File: src/rtl/mips_muldiv_unit_if.sv
// Bus between the CPU control/datapath and the multiply/divide unit.
//   master (CPU):  drives start, op, rs_content, rt_content; observes busy, done, hi, lo
//   slave  (unit): the reverse
interface mips_muldiv_unit_if #(
  parameter int unsigned WIDTH = 32
);
  logic             start;
  logic [2:0]       op;
  logic [WIDTH-1:0] rs_content;
  logic [WIDTH-1:0] rt_content;
  logic             busy;
  logic             done;
  logic [WIDTH-1:0] hi;
  logic [WIDTH-1:0] lo;

  modport master (
    output start, op, rs_content, rt_content,
    input  busy, done, hi, lo
  );

  modport slave (
    input  start, op, rs_content, rt_content,
    output busy, done, hi, lo
  );
endinterface

File: src/rtl/mips_muldiv_unit.sv
// Iterative MIPS multiply/divide unit owning HI/LO.
// MULT/MULTU use shift-add and DIV/DIVU use restoring division, one bit per
// cycle over WIDTH cycles, followed by one sign-fixup cycle.
// MTHI/MTLO write HI/LO directly from IDLE.
//   clk        : rising-edge clock
//   reset      : synchronous, active-low
//   clk_enable : 0 freezes all state
//   bus        : slave side of mips_muldiv_unit_if
//                (start/op/rs_content/rt_content in, busy/done/hi/lo out)
module mips_muldiv_unit #(
  parameter int unsigned WIDTH = 32
) (
  input logic               clk,
  input logic               reset,
  input logic               clk_enable,
  mips_muldiv_unit_if.slave bus
);

  localparam int unsigned CW = $clog2(WIDTH);

  typedef enum logic [1:0] {IDLE, ITER, FIX} state_t;

  state_t             state;
  logic [CW-1:0]      cnt;
  logic               is_div;
  logic               neg_res;   // product / quotient sign
  logic               neg_rem;   // remainder sign (dividend sign)
  logic [WIDTH-1:0]   mcand;     // multiplicand or divisor magnitude
  logic [2*WIDTH-1:0] acc;       // product; low half doubles as dividend/quotient
  logic [WIDTH:0]     rem;

  logic               signed_op;
  logic               rs_neg;
  logic               rt_neg;
  logic [WIDTH-1:0]   rs_mag;
  logic [WIDTH-1:0]   rt_mag;
  logic [WIDTH-1:0]   mul_add;
  logic [WIDTH:0]     mul_sum;
  logic [WIDTH:0]     div_shift;
  logic [WIDTH:0]     div_diff;
  logic               div_ge;
  logic [2*WIDTH-1:0] prod_fix;
  logic [WIDTH-1:0]   quo_fix;
  logic [WIDTH-1:0]   rem_fix;

  always_comb begin
    signed_op = ~bus.op[0];
    rs_neg    = signed_op & bus.rs_content[WIDTH-1];
    rt_neg    = signed_op & bus.rt_content[WIDTH-1];
    rs_mag    = rs_neg ? -bus.rs_content : bus.rs_content;
    rt_mag    = rt_neg ? -bus.rt_content : bus.rt_content;

    mul_add   = acc[0] ? mcand : '0;
    mul_sum   = {1'b0, acc[2*WIDTH-1:WIDTH]} + {1'b0, mul_add};

    div_shift = {rem[WIDTH-1:0], acc[WIDTH-1]};
    // rem[WIDTH] stays clear while rem < divisor; folding it in keeps the compare complete
    div_ge    = rem[WIDTH] | (div_shift >= {1'b0, mcand});
    div_diff  = div_shift - {1'b0, mcand};

    prod_fix  = neg_res ? -acc : acc;
    quo_fix   = neg_res ? -acc[WIDTH-1:0] : acc[WIDTH-1:0];
    rem_fix   = neg_rem ? -rem[WIDTH-1:0] : rem[WIDTH-1:0];
  end

  always_ff @(posedge clk) begin
    if (!reset) begin
      state    <= IDLE;
      cnt      <= '0;
      is_div   <= 1'b0;
      neg_res  <= 1'b0;
      neg_rem  <= 1'b0;
      mcand    <= '0;
      acc      <= '0;
      rem      <= '0;
      bus.busy <= 1'b0;
      bus.done <= 1'b0;
      bus.hi   <= '0;
      bus.lo   <= '0;
    end else if (clk_enable) begin
      bus.done <= 1'b0;
      case (state)
        IDLE: begin
          if (bus.start) begin
            if (!bus.op[2]) begin
              is_div  <= bus.op[1];
              mcand   <= bus.op[1] ? rt_mag : rs_mag;
              acc     <= {{WIDTH{1'b0}}, (bus.op[1] ? rs_mag : rt_mag)};
              rem     <= '0;
              // Divide by zero yields all-ones quotient and |rs| remainder
              // naturally; suppressing the quotient sign leaves lo = all ones
              // and the remainder sign fix restores hi = rs_content.
              neg_res <= (rs_neg ^ rt_neg) & ~(bus.op[1] & (bus.rt_content == '0));
              neg_rem <= rs_neg;
              cnt     <= CW'(WIDTH - 1);
              bus.busy <= 1'b1;
              state   <= ITER;
            end else if (!bus.op[1]) begin
              if (bus.op[0]) bus.lo <= bus.rs_content;
              else           bus.hi <= bus.rs_content;
            end
          end
        end
        ITER: begin
          if (is_div) begin
            rem              <= div_ge ? div_diff : div_shift;
            acc[WIDTH-1:0]   <= {acc[WIDTH-2:0], div_ge};
          end else begin
            acc <= {mul_sum, acc[WIDTH-1:1]};
          end
          if (cnt == '0) state <= FIX;
          else           cnt   <= cnt - 1'b1;
        end
        FIX: begin
          if (is_div) begin
            bus.hi <= rem_fix;
            bus.lo <= quo_fix;
          end else begin
            {bus.hi, bus.lo} <= prod_fix;
          end
          bus.busy <= 1'b0;
          bus.done <= 1'b1;
          state    <= IDLE;
        end
        default: state <= IDLE;
      endcase
    end
  end

endmodule

File: src/flat_wrapper.sv
// flat-port wrapper written by rule: the top's interface ports become plain ports
module mips_muldiv_unit_flat 
#(
  parameter int unsigned WIDTH = 32
)
  (clk, reset, clk_enable, bus_start, bus_op, bus_rs_content, bus_rt_content, bus_busy, bus_done, bus_hi, bus_lo);
  mips_muldiv_unit_if #(.WIDTH(WIDTH)) bus_i ();
  input logic clk;
  input logic reset;
  input logic clk_enable;
  input wire logic [$bits(bus_i.start)-1:0] bus_start;
  input wire logic [$bits(bus_i.op)-1:0] bus_op;
  input wire logic [$bits(bus_i.rs_content)-1:0] bus_rs_content;
  input wire logic [$bits(bus_i.rt_content)-1:0] bus_rt_content;
  output wire logic [$bits(bus_i.busy)-1:0] bus_busy;
  output wire logic [$bits(bus_i.done)-1:0] bus_done;
  output wire logic [$bits(bus_i.hi)-1:0] bus_hi;
  output wire logic [$bits(bus_i.lo)-1:0] bus_lo;
  assign bus_i.start = bus_start;
  assign bus_i.op = bus_op;
  assign bus_i.rs_content = bus_rs_content;
  assign bus_i.rt_content = bus_rt_content;
  assign bus_busy = bus_i.busy;
  assign bus_done = bus_i.done;
  assign bus_hi = bus_i.hi;
  assign bus_lo = bus_i.lo;
  mips_muldiv_unit #(.WIDTH(WIDTH)) u_core (.clk(clk), .reset(reset), .clk_enable(clk_enable), .bus(bus_i));
endmodule
File: config.mk
export PLATFORM = sky130hd
export DESIGN_NAME = mips_muldiv_unit_flat
export DESIGN_NICKNAME = d
export VERILOG_FILES = /design/src/rtl/mips_muldiv_unit_if.sv /design/src/rtl/mips_muldiv_unit.sv /design/src/flat_wrapper.sv
export SDC_FILE = /design/constraint.sdc
export NUM_CORES = 1
export LEC_CHECK = 0
export CELL_PAD_IN_SITES_DETAIL_PLACEMENT = 1
export CELL_PAD_IN_SITES_GLOBAL_PLACEMENT = 2
export CORE_MARGIN = 2
export CORE_UTILIZATION = 34
export CTS_CLUSTER_DIAMETER = 120
export DETAILED_ROUTE_END_ITERATION = 8
export PLACE_DENSITY = 0.88
export SLEW_MARGIN = 20
export SYNTH_ARGS = -nofsm -noshare
export SYNTH_HDL_FRONTEND = slang
export SYNTH_SLANG_ARGS = --single-unit
File: constraint.sdc
create_clock -name clk -period 3.7 [get_ports clk]
set_input_delay 0.74 -clock clk [delete_from_list [all_inputs] [get_ports clk]]
set_output_delay 0.74 -clock clk [all_outputs]
set_load 0.1 [all_outputs]
======== Word-level counts from Yosys, hierarchy flattened ========
Cells that the tools add are included.
operators by class
  $add $sub $neg .......................... 8
  shift-type cells ........................ 0
  eq/ne operators ......................... 12
  reductions and logical operators ........ 14
  $mul .................................... 0
  $lt $le $gt $ge ......................... 1
  mux-type cells .......................... 42
  divide/modulo/power cells ............... 0
  bitwise logic cells ..................... 9
operators with widths
  cell                 count
  $mux 32              19
  $mux 64              3
  $mux 33              4
  $neg 32->32          4
  $pmux 32 s2          2
  $pmux 64 s2          1
  $pmux 33 s2          1
  $neg 64->64          1
  $add 32x32->33       1
  $ge 33x32->1         1
  $sub 33x32->33       1
  $logic_not 32->1     1
  $ne 2x2->1 const B   8
  $reduce_and 4->1     4
  $mux 5               3
  $reduce_and 5->1     3
  $reduce_and 6->1     2
  $pmux 5 s2           1
  $mux 2               3
  $logic_not 5->1      1
  $sub 5x1->5 const B  1
  $and 1x1->1          4
  $ne 2x1->1 const B   2
  $pmux 2 s2           1
  other kinds (9)      14
storage, ports and cells
  bits in latches ......................... 0
  output and inout port bits .............. 66
  bits in read-only memories .............. 0
  bits of input ports ..................... 71
  memories kept ........................... 0
  memory bits (writable) .................. 0
  word-level logic and storage cells ...... 99
  bits in registers ....................... 205

======== Depth between registers and ports, before layout ========
  word-level depth ........................ 7
  mapped depth ............................ 14
  mapped depth without buffers ............ 13

======== Worst setup path before layout ========
Ideal clock, no wire load.
  kind .................................... register -> register
  from .................................... register u_core.rem[23]
  to ...................................... register u_core.rem[11]
  setup time .............................. 117 ps
  data arrival time ....................... 3034 ps
  clock period less this slack ............ 3151 ps
  path slack .............................. 549 ps
  data required time ...................... 3583 ps
  stages on the path, launching flop included .. 13
  path buffers ............................ 2
  cells stage by stage .................... dfxtp_1 -> ha_1 -> clkbuf_1 -> inv_1 -> or4_1 -> or4_1 -> o41ai_1 -> a21o_1 -> a21oi_1 -> clkbuf_1 -> nand2_1 -> o21ai_0 -> a22o_1
between the ends
  longest elaborated chain between the ends .. 5
RTL lines
  item                    line                     RTL
  start, declared         mips_muldiv_unit.sv:30   logic [WIDTH:0] rem;
  start signal, assigned  mips_muldiv_unit.sv:106  rem <= div_ge ? div_diff : div_shift;
  $ge 33x32->1            mips_muldiv_unit.sv:58   div_ge = rem[WIDTH] | (div_shift >= {1'b0, mcand});
  $or 1x1->1              mips_muldiv_unit.sv:58
  $mux 33                 mips_muldiv_unit.sv:106
  $mux 33                 mips_muldiv_unit.sv:105  if (is_div) begin
  $pmux 33 s2             mips_muldiv_unit.sv:82   case (state)
Every way passes these cells. The select of a mux whose other input is x is not followed.
A chain may end at the register's enable or synchronous reset.

======== Worst setup path after layout ========
  from .................................... register u_core.mcand[16]
  to ...................................... register u_core.rem[24]
between the ends
  longest elaborated chain between the ends .. 5
  elaborated cells between the ends (all ways) .. 6
  those cells by class .................... add/sub (1); order compare (1); mux (3); bitwise (1)
RTL lines
  item                    line                     RTL
  start, declared         mips_muldiv_unit.sv:28   logic [WIDTH-1:0] mcand;
  start signal, assigned  mips_muldiv_unit.sv:87   mcand <= bus.op[1] ? rt_mag : rs_mag;
  $ge 33x32->1            mips_muldiv_unit.sv:58
  $or 1x1->1              mips_muldiv_unit.sv:58
  $mux 33 *               mips_muldiv_unit.sv:106
  $mux 33 *               mips_muldiv_unit.sv:105
  $pmux 33 s2 *           mips_muldiv_unit.sv:82
Every way passes the cells marked *; elsewhere a longest branch is shown, timed or not. The select of a mux whose other input is x is not followed.

==> Implementation_results.wiki <==
{| class="wikitable"
! Metric !! Value
|-
| P_leak || a little over 8 nW
|-
| Count of unique library cells instantiated by Yosys || 81
|-
| Async set-reset flop share out of synthesis || 0%
|-
| Number of synthesized flops with an enable pin || 0
|-
| Most area-hungry cell type in the Yosys netlist || dfxtp_1
|-
| Share of layout cells above drive strength 1 || between 10% and 20%
|-
| Area fraction in compound gates after synthesis || between 20% and 30%
|-
| Actual transition at the worst max-transition pin || around 1.1 ns
|-
| Post-detailed-route count of antenna-violating nets || 0
|-
| Global-route wire length before repair || ~120,000 um
|-
| RSZ-0062 raised after global routing || no
|-
| Cell types occupying the most area after synthesis || dfxtp_1 (25%), a21oi_1 (6.4%), o21ai_0 (6.3%)
|-
| Portion of synthesized cell area occupied by the leading cell type || between 20% and 30%
|-
| Die Span X || roughly 220 um
|-
| Family with the most delay on the worst path || compound AO/OA/AOI/OAI gates
|-
| Vertical extent of the die || about 220 um
|-
| Number of standard cells after synthesis || 2,285
|-
| Startpoint type of the worst setup path || flip-flop
|-
| Start-to-end type of the worst setup path || flip-flop to flip-flop
|-
| H-tree Lvls || 1
|-
| Critical Path Max Stage Delay || between 0.6 and 0.7 ns
|-
| CTS Root Cell || clkbuf_16
|-
| Number of warnings issued by yosys || 0
|-
| Max-cap viol count || 0
|-
| Fill cell instance count of the final layout || 5,955
|-
| Number of buffers added on ports || between 100 and 150
|-
| Fmax achieved || 281 MHz
|-
| Critical path endpoint category || flip-flop
|-
| CTS sink cnt || just over 200
|-
| Required @ worst endpoint || about 4.1 ns
|-
| Mux share of post-synthesis cell area || roughly 3.4%
|-
| Placed instance area || about 0.020 mm2
|-
| Overall track demand over capacity in global routing || 30.7%
|-
| Total grt overflow || 0
|-
| Final-report hold violation count || 0
|-
| Ratio of routed vias to standard cells || ~6.0
|-
| Initial antenna violation count || 3
|-
| Routed wire length || 79,000 um
|-
| Setup slack after placement || -0.0428 ns
|-
| Ratio of final minimum period to clock period || between 90% and 100%
|-
| Final HPWL DP || 62,000 um
|-
| Area share of and/or/nand/nor cells after synthesis || between 20% and 30%
|-
| Total DRC errors in the routed layout || 0
|-
| Worst IR Drop VDD || about 430 uV
|-
| Critical Path, Cell by Cell || inv_1 -> ha_1 -> buf_4 -> a21oi_1 -> o21ai_0 -> a2111oi_1 -> nand3_1 -> a21oi_4 -> buf_12 -> nand2b_1 -> buf_4 -> o21ai_0
|-
| Most frequently used cell type in the post-synthesis netlist || nor2_1
|-
| Detailed Routing Iterations Pass 1 || 6
|-
| Clock buffer depth || 3
|-
| Clock transition at the registers of the reported paths || 0.06 ns
|-
| I/O Pins || ~140
|-
| Vias in the first global route || between 15,000 and 20,000
|-
| Share of the yosys chip area belonging to registers || between 20% and 30%
|-
| Power Density || approximately 360 mW/mm2
|-
| Synth Area per Inst || about 7.2 um2
|-
| Shortest period the worst path allows || ~3.6 ns
|-
| Area of the placeable core || between 0.04 and 0.05 mm2
|-
| Main combinational cell family by area after synthesis || compound AO/OA/AOI/OAI gates
|-
| Area share of xor/xnor cells in the synthesized design || 9.96%
|-
| Final Power || roughly 7.3 mW
|-
| Effective utilization at floorplan || 34.5%
|-
| Diodes inserted || 0
|-
| Headroom to the max-slew limit || a little over a quarter
|-
| Arrival time of the worst setup path || 4.00 ns
|-
| Share of synthesized cell area in full adder, half adder and majority cells || under 10%
|-
| Clock tree from TritonCTS || yes
|-
| Biggest fanout along the worst timing path || 54
|-
| Die area || 0.0504 mm2
|-
| Crit path buffers/inverters || 4
|-
| Flip-flop and latch count after synthesis || 205
|-
| Area grow syn2layout || 23.9%
|-
| Outcome || finished, final reports clean
|-
| Count of nets after finishing || 2,628
|-
| Number of DRC markers in iteration 0 || between 1,500 and 2,000
|-
| Last weighted congestion value of the routability-driven placer || approximately 0.95
|-
| Final critical-path setup slack || around 0.14 ns
|-
| Most frequently used flop master after synthesis || dfxtp_1
|-
| Routed wire length per instance || between 20 and 30 um
|-
| Final setup fails || 0
|-
| Synthesized net count || roughly 2,400
|-
| Largest net degree at the start of global routing || 76
|-
| Total number of vias || between 15,000 and 20,000
|-
| Cell area after synthesis || 0.0165 mm2
|-
| Number of post-CTS setup repair buffers || 0
|-
| Insertion delay of the later-clocked pin in the worst-skew pair || 0.57 ns
|-
| Number of buffers inserted during clock tree synthesis || 27
|-
| Row cnt || 80
|-
| Most instantiated cells after synthesis || nor2_1 (251), nand2_1 (238), a21oi_1 (210)
|-
| Post-route standard cell area excluding fillers || roughly 0.020 mm2
|-
| Final max-slew violation count || 0
|-
| Path class of the lowest-slack min-delay path || flip-flop to flip-flop
|-
| Slowest cell on the critical path || a2111oi_1
|-
| Maximum clock skew at final layout || a little over 0.02 ns
|}
## kinds of logic after synthesis
group	count (synthesis)
AO/OA/AOI/OAI	754
XOR/XNOR	188
adder cells (fa/ha/maj)	72
buffers and inverters	234
flip-flops	205
multiplexers	55
AND/OR/NAND/NOR	777
## through the flow
| stage | cells | hold WS (ns) | util (%) | TNS [ns] |
|---|---|---|---|---|
| floorplan | 2285 | 0.422 | - | 0 |
| global placement | 3071 | 0.443 | 40.8 | -0.141 |
| detailed placement | 3071 | 0.450 | 40.8 | -0.166 |
| CTS | 3118 | 0.458 | 42.7 | 0 |
| global route | 3118 | 0.486 | 42.8 | 0 |
| finish | 3118 | 0.458 | 42.8 | 0 |
## power by group
group          internal (mW)  switching (mW)
combinational          0.795            1.41
clock                   1.64            1.10
sequential              2.29          0.0886
total                   4.73            2.60
## sequential cells by signal, indices dropped and copies added (netlist names)
name	cells
u_core.bus.hi	32
u_core.cnt	5
u_core.mcand	32
u_core.bus.done	1
u_core.neg_rem	1
u_core.neg_res	1
u_core.rem	33
u_core.acc	64
u_core.is_div	1
u_core.bus.busy	1
u_core.bus.lo	32
u_core.state	2
## cells in the final DEF (no fill, tap or decap), drive strengths merged, types with 70 or more instances in the layout
master,n
nor2,251
nand2,238
o21ai,212
a21oi,211
dfxtp,205
buf,195
clkdlybuf4s50,132
xor2,96
xnor2,92
inv,78
ha,70
## worst reg2reg max path, stage by stage (launching register included)
cell and delay [ns]:
dfxtp_1 0.34, inv_1 0.12, ha_1 0.33, buf_4 0.17
a21oi_1 0.25, o21ai_0 0.25, a2111oi_1 0.61, nand3_1 0.39
a21oi_4 0.25, buf_12 0.26, nand2b_1 0.18, buf_4 0.18
o21ai_0 0.11
## repair_timing
action / CTS / global route
endpoints found under the setup margin: 11 / 18
gates resized for setup: 1 / 8
hold buffers: 0 / 0
## worst paths after layout
path / startpoint / end / slack [ns] / depth (start not counted)
hold / removal: u_core.mcand[7]$_SDFFE_PN0P_ / u_core.mcand[7]$_SDFFE_PN0P_ / 0.46 / 2
setup reg to reg: u_core.mcand[16]$_SDFFE_PN0P_ / u_core.rem[24]$_SDFFE_PN0P_ / 0.14 / 12
setup / recovery: u_core.mcand[16]$_SDFFE_PN0P_ / u_core.rem[24]$_SDFFE_PN0P_ / 0.14 / 12
hold reg to reg: u_core.mcand[7]$_SDFFE_PN0P_ / u_core.mcand[7]$_SDFFE_PN0P_ / 0.46 / 2
## routing by layer
metal,global-route usage [%],vias to the layer above,share of wire (%)
li1,-,8635,-
met1,41.9,9176,44
met2,47.6,767,44
met3,5.42,170,8.0
met4,12.7,4,4.6
met5,0,-,0.029
## layout make-up
type | count | area (um2) | share of cell area, %
Clock buffer | 38 | 807 | 3.94
Clock inverter | 9 | 98.8 | 0.483
Inverter | 78 | 294 | 1.44
Multi-Input combinational cell | 1846 | 11600 | 56.4
Sequential cell | 205 | 4110 | 20.0
Tap cell | 615 | 769 | 3.76
Timing Repair Buffer | 327 | 2860 | 13.9
Note: power is estimated with default switching activity, not from simulation.
==> RTL edit, RTL diff (same settings) <==
`WIDTH` is set to 32 in 3 places; all go to 16.
--- a/src/rtl/mips_muldiv_unit_if.sv
+++ b/src/rtl/mips_muldiv_unit_if.sv
@@ -3,5 +3,5 @@
 //   slave  (unit): the reverse
 interface mips_muldiv_unit_if #(
-  parameter int unsigned WIDTH = 32
+  parameter int unsigned WIDTH = 16
 );
   logic             start;
--- a/src/rtl/mips_muldiv_unit.sv
+++ b/src/rtl/mips_muldiv_unit.sv
@@ -9,5 +9,5 @@
 //                (start/op/rs_content/rt_content in, busy/done/hi/lo out)
 module mips_muldiv_unit #(
-  parameter int unsigned WIDTH = 32
+  parameter int unsigned WIDTH = 16
 ) (
   input logic               clk,
--- a/src/flat_wrapper.sv
+++ b/src/flat_wrapper.sv
@@ -2,5 +2,5 @@
 module mips_muldiv_unit_flat 
 #(
-  parameter int unsigned WIDTH = 32
+  parameter int unsigned WIDTH = 16
 )
   (clk, reset, clk_enable, bus_start, bus_op, bus_rs_content, bus_rt_content, bus_busy, bus_done, bus_hi, bus_lo);
Ports: changed (resized bus_hi, bus_lo, bus_rs_content and bus_rt_content); port bits go from 137 to 73. The function was not compared with the original's and may differ.
==> RTL edit against the original RTL <==
  * Fmax is 13% higher
  * Final area is 53% lower
  * Worst setup slack better by 0.41 ns
  * Total power is 56% lower
  * Via count is 54% lower
  * Routed wire length is 60% lower
  * Sequential cell count is 97 lower
  * Synthesized area is 50% lower
  * Critical endpoint is now u_core.bus.hi[5]
==> RTL edit: results (changes against the original RTL) <==
Ys Warns 0 (unchanged); Root Driver clkbuf_16; worst path arrival time 3.47 ns (-0.53 ns); GRT Util Overall 0.245 (-0.0613); Mapped Area 8210 um^2 (-50%); placement-stage cell area 9390 um^2 (-52%); Hold WC Path Type reg -> reg; antenna violations before repair 0 (-3); Peak VDD IR 226 uV (-47%); Setup Fix Bufs, Post-CTS 0 (unchanged); Port Buffer Count 72 (-47%); Mapped Nets 1180 (-51%); Synth Area in Compound Gates 0.271 (-0.0152); CTS clk-pin slew, worst paths 0.08 ns (+0.02 ns); gp weighted congestion 0.947 (-0.73%); mux cell area share after synthesis 0.0466 (+0.0126); wirelength, routed 31600 um (-60%); post-synthesis async set-or-reset flop share 0 (unchanged); share of cells above drive strength 1 0.0556 (-0.0639); CTS H-tree lvls 3 (+2); initial DRC count 796 (-52%); register area share after synthesis 0.263 (+0.0150); max reg flops 32 (-50%); Synth Area in Adders 0.0612 (+0.00583); CP max FO 6 (-89%); top post-synthesis cells by area dfxtp_1, o21ai_0, ha_1, nand2_1, xnor2_1; final hold violation count 0 (unchanged); cts repair resizes 0 (-1); CTS buffer count 9 (-67%); Final Skew 0.0118 ns (-0.00834 ns); Final TNS setup 0 ns (unchanged); synth cell count leaders nand2_1, dfxtp_1, o21ai_0; DPL Wire Length 24800 um (-60%); XOR/XNOR Fraction of Synth Area 0.0949 (-0.00470); status complete, no violations; Max clock buf depth 2 (-1); vias in the first global route 8392 (-55%); largest net degree at the start of global routing 59 (-22%); via density per instance 5.77 (-4.0%); DR pass1 iterations 5 (-1); ant diodes 0 (unchanged); worst-skew pair later-pin latency 0.37 ns (-0.20 ns); first-pass GRT wire length 48900 um (-58%); post-synthesis cell type count 69 (-15%); Worst Max-Slew Pin Slew 1.06 ns (-0.0171 ns); Pleak 3.65 nW (-55%); biggest regs u_core.acc (32), u_core.rem (17)
==> RTL edit: cell types whose count changed after synthesis, sizes merged, moves of 30 or more <==
cell,delta
a211oi,-35
a21o,-30
a21oi,-128
clkbuf,-93
dfxtp,-97
ha,-33
nand2,-116
nor2,-150
o21ai,-105
xnor2,-42
xor2,-57
==> RTL edit: cell type report <==
cell class              instances  area, um^2
inverters                      51         191
clock inverters                 5        60.1
clock buffers                  10         239
multi-input cells             888        5640
repair buffers                107         991
well taps                     319         399
fillers                      2918       13900
flip-flops and latches        108        2160
==> RTL edit: through the flow <==
stage	power [W]	worst slack [ns]	instances
final	0.00325	0.552	1488
after global routing	0.00338	0.384	1488
after CTS	0.00324	0.657	1488
after detailed placement	0.00222	0.538	1473
after global placement	0.00221	0.622	1473
after floorplan	0.00190	1.20	1102
==> RTL edit: where the power goes <==
group	leakage, nW	internal [W]	switching (W)
logic	2.63	0.000352	0.000605
clock network	0.145	0.000544	0.000495
registers	0.876	0.00120	0.0000541
==> RTL edit: final timing paths <==
kind | from | cells past startpoint | slack (ns) | endpoint
worst min register to register | u_core.mcand[5] | 2 | 0.47 | u_core.mcand[5]
worst max-delay path | u_core.acc[10] | 7 | 0.55 | u_core.bus.hi[5]
worst max register to register | u_core.acc[10] | 7 | 0.55 | u_core.bus.hi[5]
worst min-delay path | u_core.mcand[5] | 2 | 0.47 | u_core.mcand[5]
==> RTL edit: per-layer routing <==
metal,GRT usage,vias up,wire length (um)
met1,0.354,4183,15100
met5,0,-,0
met3,0.0320,32,1900
met2,0.381,263,13900
met4,0.0727,0,667
li1,-,4109,-
==> RTL edit: critical path: stages (launching register included) <==
cell and delay [ns]:
dfxtp_1 0.41, nor4_1 0.83, nand2_1 0.32, o41a_1 0.50
a21oi_1 0.19, xor2_1 0.08, a2111oi_0 0.58, a31o_2 0.18
